File: src/rtl/oirv_ui_pkg.sv
// Shared types and helpers for the UI input conditioning blocks.
// Debouncer FSM state encoding plus a millisecond-to-clock-tick conversion.
package oirv_ui_pkg;

  typedef enum logic [1:0] {
    RELEASED    = 2'b00,
    PRESS_CHK   = 2'b01,
    PRESSED     = 2'b10,
    RELEASE_CHK = 2'b11
  } db_state_t;

  // Whole kHz first so large clock rates stay inside 32 bits.
  function automatic logic [31:0] ms_to_ticks(input int unsigned clk_hz,
                                              input int unsigned ms);
    int unsigned ticks;
    ticks = (clk_hz / 32'd1000) * ms;
    return ticks;
  endfunction

endpackage

File: src/rtl/sync_2ff.sv
// Two-flop synchroniser for a single asynchronous input pin.
// RESET_VAL lets each pin come out of reset at its idle level.
module sync_2ff #(
  parameter logic RESET_VAL = 1'b0
) (
  input  logic clk,
  input  logic rst,
  input  logic d,
  output logic q
);

  logic meta;

  always_ff @(posedge clk or posedge rst) begin
    if (rst) begin
      meta <= RESET_VAL;
      q    <= RESET_VAL;
    end else begin
      meta <= d;
      q    <= meta;
    end
  end

endmodule

File: src/rtl/button_debouncer.sv
// Button conditioner: synchronise, debounce with a stable-time counter, and
// emit a clean level plus registered press / release / long-press strobes.
module button_debouncer
  import oirv_ui_pkg::*;
#(
  parameter int unsigned CLK_HZ        = 27000000,
  parameter int unsigned DEBOUNCE_MS   = 20,
  parameter int unsigned LONG_PRESS_MS = 1000,
  parameter logic        ACTIVE_LEVEL  = 1'b0
) (
  input  logic clk,
  input  logic rst,
  input  logic btn_in,
  output logic btn_level,
  output logic btn_press,
  output logic btn_release,
  output logic btn_long
);

  localparam logic [31:0] DB_TICKS   = ms_to_ticks(CLK_HZ, DEBOUNCE_MS);
  localparam logic [31:0] LONG_TICKS = ms_to_ticks(CLK_HZ, LONG_PRESS_MS);
  localparam bit          LONG_EN    = (LONG_PRESS_MS != 0);

  generate
    if (DB_TICKS < 32'd1) begin : g_bad_debounce
      $error("button_debouncer: debounce window must be at least one clock");
    end
  endgenerate

  logic sync_q;
  logic act;

  sync_2ff #(
    .RESET_VAL(~ACTIVE_LEVEL)
  ) u_sync (
    .clk(clk),
    .rst(rst),
    .d  (btn_in),
    .q  (sync_q)
  );

  assign act = (sync_q == ACTIVE_LEVEL);

  db_state_t   state, state_n;
  logic [31:0] db_cnt, db_cnt_n;
  logic [31:0] long_cnt, long_cnt_n;
  logic        long_fired, long_fired_n;
  logic        level_n, press_n, release_n, long_n;
  logic        long_run;

  always_ff @(posedge clk or posedge rst) begin
    if (rst) begin
      state       <= RELEASED;
      db_cnt      <= '0;
      long_cnt    <= '0;
      long_fired  <= 1'b0;
      btn_level   <= 1'b0;
      btn_press   <= 1'b0;
      btn_release <= 1'b0;
      btn_long    <= 1'b0;
    end else begin
      state       <= state_n;
      db_cnt      <= db_cnt_n;
      long_cnt    <= long_cnt_n;
      long_fired  <= long_fired_n;
      btn_level   <= level_n;
      btn_press   <= press_n;
      btn_release <= release_n;
      btn_long    <= long_n;
    end
  end

  always_comb begin
    state_n      = state;
    db_cnt_n     = db_cnt;
    long_cnt_n   = long_cnt;
    long_fired_n = long_fired;
    level_n      = btn_level;
    press_n      = 1'b0;
    release_n    = 1'b0;
    long_n       = 1'b0;
    long_run     = 1'b0;

    case (state)
      RELEASED: begin
        db_cnt_n = '0;
        if (act) state_n = PRESS_CHK;
      end

      PRESS_CHK: begin
        if (!act) begin
          state_n  = RELEASED;
          db_cnt_n = '0;
        end else if (db_cnt == DB_TICKS - 32'd1) begin
          state_n      = PRESSED;
          db_cnt_n     = '0;
          level_n      = 1'b1;
          press_n      = 1'b1;
          long_cnt_n   = '0;
          long_fired_n = 1'b0;
        end else begin
          db_cnt_n = db_cnt + 32'd1;
        end
      end

      PRESSED: begin
        db_cnt_n = '0;
        long_run = 1'b1;
        if (!act) state_n = RELEASE_CHK;
      end

      RELEASE_CHK: begin
        long_run = 1'b1;
        if (act) begin
          state_n  = PRESSED;
          db_cnt_n = '0;
        end else if (db_cnt == DB_TICKS - 32'd1) begin
          state_n   = RELEASED;
          db_cnt_n  = '0;
          level_n   = 1'b0;
          release_n = 1'b1;
        end else begin
          db_cnt_n = db_cnt + 32'd1;
        end
      end

      default: state_n = RELEASED;
    endcase

    // Hold time keeps counting through release bounce; it stops once fired.
    if (long_run && LONG_EN && !long_fired) begin
      if (long_cnt == LONG_TICKS - 32'd1) begin
        long_n       = 1'b1;
        long_fired_n = 1'b1;
      end else begin
        long_cnt_n = long_cnt + 32'd1;
      end
    end
  end

endmodule

File: config.mk
export PLATFORM = sky130hd
export DESIGN_NAME = button_debouncer
export DESIGN_NICKNAME = d
export VERILOG_FILES = /design/src/rtl/oirv_ui_pkg.sv /design/src/rtl/sync_2ff.sv /design/src/rtl/button_debouncer.sv
export SDC_FILE = /design/constraint.sdc
export NUM_CORES = 1
export LEC_CHECK = 0
export CAP_MARGIN = 20
export CORE_ASPECT_RATIO = 0.8
export CORE_UTILIZATION = 53
export CTS_CLUSTER_DIAMETER = 40
export CTS_CLUSTER_SIZE = 10
export DETAILED_ROUTE_END_ITERATION = 7
export PLACE_DENSITY = 0.72
export SYNTH_ARGS = -nofsm -noshare
export SYNTH_HDL_FRONTEND = slang
export SYNTH_SLANG_ARGS = --single-unit
File: constraint.sdc
create_clock -name clk -period 1.99 [get_ports clk]
set_input_delay 0.199 -clock clk [delete_from_list [all_inputs] [get_ports clk]]
set_output_delay 0.199 -clock clk [all_outputs]
set_load 0.01 [all_outputs]
==> summary by stage <==
Setup path
The number of buffers and inverters on the critical path is 2. The worst setup path is captured at a flip-flop. The endpoint identified for the worst register-to-register timing path is long_cnt[4]. The type of the worst setup path is flip-flop to flip-flop. Walking the worst path, the cells encountered are nand3_2 -> or4_4 -> o31ai_4 -> buf_6 -> clkbuf_16 -> o21ai_1 -> a21oi_1. The family with the most delay on the worst path is simple AND/OR/NAND/NOR gates. Data arrives at the worst endpoint at 2.27 ns. The highest cell delay on the worst timing path is 0.59 ns. For the worst flop-to-flop path, the logic depth is 7. The worst reg2reg path startpoint is long_cnt[3]. STA puts the critical path data required time at 2.25 ns.

The nature of the critical path startpoint is a flip-flop. The critical-path cell with the highest stage delay is or4_4. Of all nets on the critical path, the largest fanout is 7.

The minimum setup slack among reg-to-reg paths is -0.02 ns.

Synth
The flip-flop and latch count after synthesis is 73. In the synthesized netlist the async set-or-reset flop fraction comes to 100%. The total nets after synthesis is 402. The largest total area in the synthesized netlist belongs to dfrtp_1.

The proportion of synthesized chip area in sequential cells is 48.3%. The area share of the largest cell type after synthesis is 46.9%. Counting flops with a built-in enable in the synthesized netlist gives 0. The number of instances in the synthesized netlist is 396. Counting instances in the post-synthesis netlist gives the leading cell types as dfrtp_1, nor2_1, nand3_1. Among all cell types in the netlist, the one instantiated most often is dfrtp_1.

The yosys synthesis warning count is 0. Among all flip-flop cells after synthesis, the most frequent one is dfrtp_1. The area of the mapped netlist is 3790 sq um. The distinct cell type count of the synthesized netlist is 44. Ranked by total cell area, the synthesized netlist is headed by dfrtp_1, xnor2_1, nand3_1, nor2_1, nand4_1. A synthesized cell averages 9.57 sq um.

Final layout
The filler cell count in the final layout is 526. The final cell area excluding filler cells is 4650 sq um. Relative to the synthesized area, the layout overhead comes to 22.6%. The diode insertion count for antenna repair is 0. In the final layout, the multi-input gates occupy 1930 sq um. The count of nets after finishing is 449.

Measured on the finished design, the core utilization comes to 67.4%. The share of layout cells above drive strength 1 is 22.8%. The sequential cells in the finished layout cover a total of 1830 sq um.

STA
Setup repair after global routing could not meet its margin everywhere. Setup total negative slack on the finished layout was measured at -0.0225 ns. The final count of negative-setup-slack endpoints is 1. The least setup slack across all paths after layout is -0.0225 ns. The maximum clock frequency is 497 MHz.

The minimum clock period is 2.01 ns. The number of endpoints with negative hold slack in the final report is 0. The slew at the pin closest to its max-slew limit is 0.476 ns.

The clock skew is 0.00798 ns. The worst-case headroom to the max-slew limit is 67.9%. The final-report max-slew violation count is 0. The share of the cycle needed by the critical path after routing is 101%.

Hold path
The worst hold path begins at btn_in. Counting instances, the worst hold path has a depth of 1. The path category of the worst min-delay check is primary input to flip-flop.

The end point of the worst hold path is u_sync.meta.

Routing
The total via count in the routed design is 3,309. Wire segments on met2 add up to 3950 um in the final route. After the first detailed-routing iteration, the DRC count stood at 304.

The met1 layer wirelength in the final routing is 4430 um. For this block, the routed nets add up to 9120 um of wire. The first-pass iteration count of the detailed router is 5.

Detailed routing placed a total of 647 um of wire on met3. The uppermost layer routed is met4. The residual DRC count is 0. The count of antenna-violating nets left after detailed routing is 0. The average routed wire per standard cell is 17.0 um. After detailed routing, the number of vias per cell comes to 6.19.

Placement
Summing all placed instances gives a cell area of 4210 sq um. After legalization and detailed placement, the total HPWL measured 6060 um. The routability-driven placement congestion ratio is 0.833. The count of buffers added on input and output ports is 6.

Clocking
The CTS buffer count is 9. The CTS tree is yes. The tree is rooted in a clkbuf_8. Clock-pin slew was measured on the worst setup and hold paths at 0.07 ns. The buffer depth of the longest clock path is 2.

The later pin in the worst-skew pair is clocked with a latency of 0.35 ns. The clock tree synthesis step divided the H-tree into 3 levels. The number of hold buffers added after CTS is 0. The number of clock sinks is 73.

GRT
The largest net degree at the start of global routing is 56. The initial antenna violation count is 0. The first-pass GRT wire length is 14,400 um. The total overflow left after global routing is 0. The via count of the first global-routing pass is 2,978.

In the global route stage, overall resource usage came out at 25.5%.

Pwr
Summing internal, switching and leakage power gives 0.00278 W. Across the VDD grid, the largest voltage drop is 0.441 mV. The total power divided by cell area is 597 nW/um^2.

The static leakage power is 1.90 nW.

Floorplan
In this run the count of I/O pins placed on the die edge is 7. In this run the vertical extent of the chip is 77.6 um. The floorplan die width is 96.5 um.

After floorplanning, the core was divided into 27 placement rows. The die outline area is 7500 sq um. The initial utilization of the core area, before any placement, comes to 55.0%. The floorplan core area is 6890 sq um.

Status
The checks that failed: negative setup slack. The flow ran to the end, but the final reports show violations.

Job
The max capacitance violation total is 0.
-- through the flow --
step	instances	hold WS, ns	setup slack [ns]
2_1_floorplan	396	0.203	-0.0411
3_3_place_gp	511	0.347	0.0204
3_5_place_dp	511	0.349	0.00174
4_1_cts	527	0.246	0.0297
5_1_grt	535	0.249	-0.115
6_report	535	0.259	-0.0225
-- placed cells by master, fill, tap and decap left out, types with 4 or more instances in the layout --
cell type / count
o21ai_0: 11
nand2b_1: 4
nor4_1: 13
clkbuf_8: 11
buf_6: 6
nand4_1: 25
o211ai_1: 4
dfrtp_1: 68
xor2_1: 13
inv_1: 11
nor3_1: 9
nand2_1: 21
o21ai_1: 7
and4_1: 7
or4_4: 4
or3_1: 8
o31ai_1: 6
nor4_2: 5
nand3_1: 34
nor2_1: 43
clkdlybuf4s50_1: 6
a21oi_1: 8
xnor2_1: 22
and3_1: 7
buf_4: 37
-- worst max path at each step --
stage / startpoint / to / depth (start not counted) / slack (ns)
global route: long_cnt[1] / long_cnt[4] / 8 / -0.11
CTS: db_cnt[22] / long_cnt[3] / 6 / 0.03
global placement: db_cnt[16] / long_cnt[13] / 6 / 0.02
detailed placement: db_cnt[25] / long_cnt[14] / 6 / 0.002
floorplan: long_cnt[0] / long_cnt[2] / 7 / -0.04
finish: long_cnt[3] / long_cnt[4] / 7 / -0.02
-- registers in the layout, summed over array words and instances, names as in the netlist, named ones only --
signal       count
long_cnt        32
state            1
btn_press        1
u_sync.meta      1
btn_level        1
btn_release      1
long_fired       1
db_cnt          32
btn_long         1
u_sync.q         1
-- final cells by class --
class                           count  area share [%]
Inverter                           12            1.05
Timing Repair Buffer               54            11.1
Clock inverter                      4            1.10
Clock buffer                       12            3.34
Multi-Input combinational cell    293            41.6
Sequential cell                    73            39.4
Tap cell                           87            2.34
-- what timing repair did --
item	4_1_cts	5_1_grt
gates cloned	0	3
gates resized for setup	1	33
setup endpoints to repair	1	66
endpoints found under the hold margin	0	0
setup buffers	0	5
pin swaps	0	7
-- report_power, final --
group / switching (W) / total [W] / internal (W)
Combinational: 0.0000488 / 0.0000692 / 0.0000204
Sequential: 0.00000422 / 0.00149 / 0.00149
Clock: 0.000564 / 0.00121 / 0.000648
Total: 0.000618 / 0.00278 / 0.00216
-- worst reg2reg max path: cells and delay by family (launching register included) --
kind                   cells  cell delay (ns)
AOI/OAI and AO/OA          3             0.43
buffers and inverters      2             0.32
DFF                        1             0.43
and+or+nand+nor            2             0.74
-- per-layer routing --
layer	GRT usage (%)	up-vias
li1	-	1539
met1	40.7	1617
met2	34.3	141
met3	5.29	12
met4	7.94	0
met5	0	-
-- cell families after synthesis --
logic type	Yosys count	share of synthesized area, %
buffers and inverters	30	3.70
adder cells (fa/ha/maj)	3	0.991
AO/OA/AOI/OAI	46	7.56
XOR/XNOR	35	8.09
AND/OR/NAND/NOR	206	30.6
flip-flops	73	48.3
multiplexers	3	0.825
Note: power is estimated with default switching activity, not from simulation.
